**src/rtl/mips_pkg.sv**
```systemverilog
// Shared MIPS pipeline definitions: memory map constants and the IF/ID payload
// that later pipeline registers reuse.
package mips_pkg;

    localparam logic [31:0] PC_RESET  = 32'h0000_3000;
    localparam int          IM_WORDS  = 1024;
    localparam logic [31:0] NOP_INSTR = 32'h0000_0000;

    typedef struct packed {
        logic [31:0] instr;
        logic [31:0] pc;
        logic [31:0] pc4;
        logic        valid;
        logic        addr_err;
    } if_id_t;

endpackage

```
**src/rtl/if_id_reg.sv**
```systemverilog
// IF/ID pipeline register: reset and clear both load the all-zero bubble,
// and the register loads new data only when enabled.
module if_id_reg
    import mips_pkg::*;
(
    input  logic   clk,
    input  logic   reset,
    input  logic   clr,
    input  logic   en,
    input  if_id_t d,
    output if_id_t q
);

    if_id_t q_d;
    if_id_t q_q;

    // clear wins over a stalled (disabled) register
    always_comb begin
        q_d = q_q;
        if (clr) begin
            q_d = '0;
        end else if (en) begin
            q_d = d;
        end
    end

    always_ff @(posedge clk) begin
        if (reset) begin
            q_q <= '0;
        end else begin
            q_q <= q_d;
        end
    end

    assign q = q_q;

endmodule

```
**src/rtl/if_stage.sv**
```systemverilog
// Instruction-fetch stage: PC register, fetch-address checker, IF/ID register
// and a count of fetches committed into IF/ID.
module if_stage
    import mips_pkg::*;
#(
    parameter logic [31:0] PC_RESET = mips_pkg::PC_RESET,
    parameter int          IM_WORDS = mips_pkg::IM_WORDS
) (
    input  logic        clk,
    input  logic        reset,
    input  logic [31:0] npc,
    input  logic        stall,
    input  logic        clr_D,
    input  logic [31:0] imem_rdata,
    output logic [9:0]  imem_addr,
    output logic [31:0] pc_F,
    output logic [31:0] add4_F,
    output logic [31:0] instr_D,
    output logic [31:0] pc_D,
    output logic [31:0] pc4_D,
    output logic        valid_D,
    output logic        addr_err_D,
    output logic [31:0] fetch_cnt
);

    localparam logic [31:0] PC_LAST = PC_RESET + 32'(4 * IM_WORDS) - 32'd4;

    logic [31:0] pc_d, pc_q;
    logic [31:0] fetch_cnt_d, fetch_cnt_q;
    logic        bad_F;
    if_id_t      if_id_d, if_id_q;

    always_comb begin
        bad_F = (pc_q[1:0] != 2'b00) || (pc_q < PC_RESET) || (pc_q > PC_LAST);

        if_id_d.instr    = bad_F ? NOP_INSTR : imem_rdata;
        if_id_d.pc       = pc_q;
        if_id_d.pc4      = add4_F;
        if_id_d.valid    = 1'b1;
        if_id_d.addr_err = bad_F;

        // a clear still lets the PC advance, but only real commits are counted
        pc_d        = stall ? pc_q : npc;
        fetch_cnt_d = (stall || clr_D) ? fetch_cnt_q : fetch_cnt_q + 32'd1;
    end

    always_ff @(posedge clk) begin
        if (reset) begin
            pc_q        <= PC_RESET;
            fetch_cnt_q <= '0;
        end else begin
            pc_q        <= pc_d;
            fetch_cnt_q <= fetch_cnt_d;
        end
    end

    if_id_reg u_if_id_reg (
        .clk   (clk),
        .reset (reset),
        .clr   (clr_D),
        .en    (!stall),
        .d     (if_id_d),
        .q     (if_id_q)
    );

    assign pc_F       = pc_q;
    assign add4_F     = pc_q + 32'd4;
    assign imem_addr  = pc_q[11:2];
    assign fetch_cnt  = fetch_cnt_q;
    assign instr_D    = if_id_q.instr;
    assign pc_D       = if_id_q.pc;
    assign pc4_D      = if_id_q.pc4;
    assign valid_D    = if_id_q.valid;
    assign addr_err_D = if_id_q.addr_err;

endmodule

```
**config.mk**
```make
export PLATFORM = sky130hd
export DESIGN_NAME = if_stage
export DESIGN_NICKNAME = d
export VERILOG_FILES = /design/src/rtl/mips_pkg.sv /design/src/rtl/if_id_reg.sv /design/src/rtl/if_stage.sv
export SDC_FILE = /design/constraint.sdc
export NUM_CORES = 1
export LEC_CHECK = 0
export ABC_AREA = 1
export CORE_MARGIN = 2
export CORE_UTILIZATION = 46
export CTS_CLUSTER_SIZE = 14
export DETAILED_ROUTE_END_ITERATION = 12
export PLACE_DENSITY = 0.8
export SLEW_MARGIN = 5
export SYNTH_ARGS = -nofsm -noshare
export SYNTH_HDL_FRONTEND = slang
export SYNTH_SLANG_ARGS = --single-unit
```
**constraint.sdc**
```tcl
create_clock -name clk -period 2.6 [get_ports clk]
set_input_delay 0.52 -clock clk [delete_from_list [all_inputs] [get_ports clk]]
set_output_delay 0.52 -clock clk [all_outputs]
set_load 0.05 [all_outputs]
```
==> metrics.txt <==
fraction of registers with async set/reset=0; ANT nets after route=0; Mapped Area=7740 µm²; initial core utilization=0.468; WL/cell=about 17 µm; sequential share of the synthesized area=0.414; Tot GR Track Use=0.274; placed instance area=just over 10000 µm²; setup TNS=0 ns; share of post-route cells with drive strength above 1=0.105; final number of hold-violating endpoints=0; CP Class=flop to primary output; Leak=about 4.3 nW; vias per cell=5.22; CTS Sinks=160; number of DRC markers in iteration 0=625; Residual DRC=0; most frequent cell after synthesis=nand2_1; crit path capture type=primary output; TritonCTS Buffers=17; Yosys cell types=37; switching share of power=0.305; Post-synth EDFFs=0; Crit Path Max Fanout=6; NumNets Final=1356; Worst setup SP type=flop; I/O pin cnt=272; # Max-Cap Violations=0; syn nets=about 1200; PwrDens=568 nW/µm²; CTS clk-pin slew, worst paths=0.07 ns; top cell type's share of synthesized area=0.414; most frequent cells after synthesis=230 x nand2_1, 169 x nor2_1, 160 x dfxtp_1; routability-driven placement congestion ratio=between 0.8 and 0.9; num rows=47; measured slew at the worst slew-check pin=between 0.7 and 0.8 ns; # port buffers=271; Final Util=0.671; Die Span X=134 µm; Sw Pwr=0.00192 W; slowest CP cell=dfxtp_1; Final period util=0.976; Cells after Synth=approximately 1100; post-route cell area=11100 µm²; DIE AREA=17900 µm²; slowest cell delay on critical path=0.37 ns; status=completed; CTS tree=yes; first-pass GRT wire length=38.7 mm; Comb pwr share=0.200; relative slew slack=0.472; final WL=roughly 25 mm; Synth area leader=dfxtp_1; post-route minimum period=2.54 ns; Skew-Pair Late Insertion Delay=between 0.4 and 0.5 ns; synth-to-layout area growth=43.2%; Max Clock Skew=roughly 0.015 ns; initial antenna violation count=2; clock share of power=0.385; CP required=~2.1 ns; largest net degree at the start of global routing=between 80 and 90; worst path cell trace=buf_4, nand2_2, nor2_4, nand2_4, nor2_4, nand3_1, nand2_1, nand2_1, buf_12; Finish-stage setup viols=0; post-detail-place hpwl=between 15 and 20 mm; Yosys Warn Count=0; FMAX=about 0.39 GHz; max-slew violations=0; die height=134 µm; Clock Tree Root=clkbuf_16; WP data arrival=around 2.0 ns; H-tree levels=4; Synth Flop Type=dfxtp_1; worst hold path type=primary input to flop; vias in the first global route=7245; gr ovfl total=0; DR pass1 iterations=5; clock buffer depth=2; Internal=~0.0044 W; Reg power frac=0.415; worst hold margin=0.459 ns; top cells by area, synth=dfxtp_1 41%, nand2_1 11%, nor2_1 8.2%; unrepaired setup endpoints after global routing=yes; core area=16500 µm²; Mean Syn Cell Area=between 7 and 8 µm²; Synth Register Bits=between 150 and 200; DR vias=7941; Peak VDD IR=0.472 mV
layer usage:
layer | up-vias | GRT usage | wire length, µm
met1 | 3703 | 0.338 | 10300
met4 | 2 | 0.108 | 754
met5 | - | 0 | 16
met3 | 55 | 0.0674 | 1960
met2 | 330 | 0.458 | 12200
li1 | 3851 | - | -
critical path, delay by kind of cell (launching register included):
family	cells	cell delay, ns
and+or+nand+nor	7	0.87
buffers and inverters	2	0.36
DFF	1	0.37
final timing paths:
path	from	endpoint	slack, ns	cells after the start
max	pc_F[3]	add4_F[23]	0.06	9
min	stall	fetch_cnt[27]	0.46	4
max reg2reg	fetch_cnt[0]	fetch_cnt[28]	0.79	8
min reg2reg	u_if_id_reg.q[86]	u_if_id_reg.q[86]	0.46	2
cell families after synthesis:
kind of cell	count (synthesis)	share of synthesized area
xor gates and xnor gates	20	0.0226
adders and majority gates	2	0.00323
DFF	160	0.414
AOI/OAI and AO/OA	187	0.123
buffers and inverters	210	0.144
and+or+nand+nor	517	0.294
cell type report:
cell class | count | area (µm²)
fill | 1364 | 5440
multi-input combinational | 726 | 3520
sequential | 160 | 3220
timing repair buffer | 298 | 3180
clock buffer | 20 | 467
inverter | 83 | 313
tap | 220 | 275
clock inverter | 12 | 109
antenna | 1 | 2.50
cells in the final DEF, fill, tap and decap left out, types with 8 or more instances in the layout:
master           synthesis  final
dfxtp_1                160    147
xor2_1                  15      8
o21ai_0                 73     73
clkdlybuf4s50_1          0    242
clkbuf_16                0     17
a21oi_1                102    102
buf_4                   76     29
inv_1                   81     80
nor2_1                 169    164
dfxtp_2                  0     11
buf_12                   0     27
nand3_1                 39     39
nand4_1                 49     49
nor2_4                   8      8
nand2_1                230    229
nor2_2                   3      8
sequential cells by signal, summed over array words and instances, names as in the netlist:
name and count:
fetch_cnt 32, pc_F 32, u_if_id_reg.q 96
power by group through the flow:
stage / registers [W] / clock network, W / logic (W)
6_report: 0.00261 / 0.00242 / 0.00126
5_1_grt: 0.00262 / 0.00256 / 0.00132
4_1_cts: 0.00261 / 0.00247 / 0.00125
3_5_place_dp: 0.00266 / 0 / 0.00124
3_3_place_gp: 0.00266 / 0 / 0.00124
2_1_floorplan: 0.00278 / 0 / 0.000691
what timing repair did:
item	CTS	global route
hold buffers	0	0
pin swaps	1	3
buffers inserted	1	3
setup endpoints to repair	14	22
resized for setup	12	18
stage by stage:
step / setup slack (ns) / instances / total power [W]
2_1_floorplan: 0.518 / 1096 / 0.00347
3_3_place_gp: 0.337 / 1483 / 0.00389
3_5_place_dp: 0.273 / 1483 / 0.00390
4_1_cts: 0.0264 / 1516 / 0.00633
5_1_grt: -0.0155 / 1520 / 0.00650
6_report: 0.0635 / 1520 / 0.00630
(Power assumes the default switching activity.)
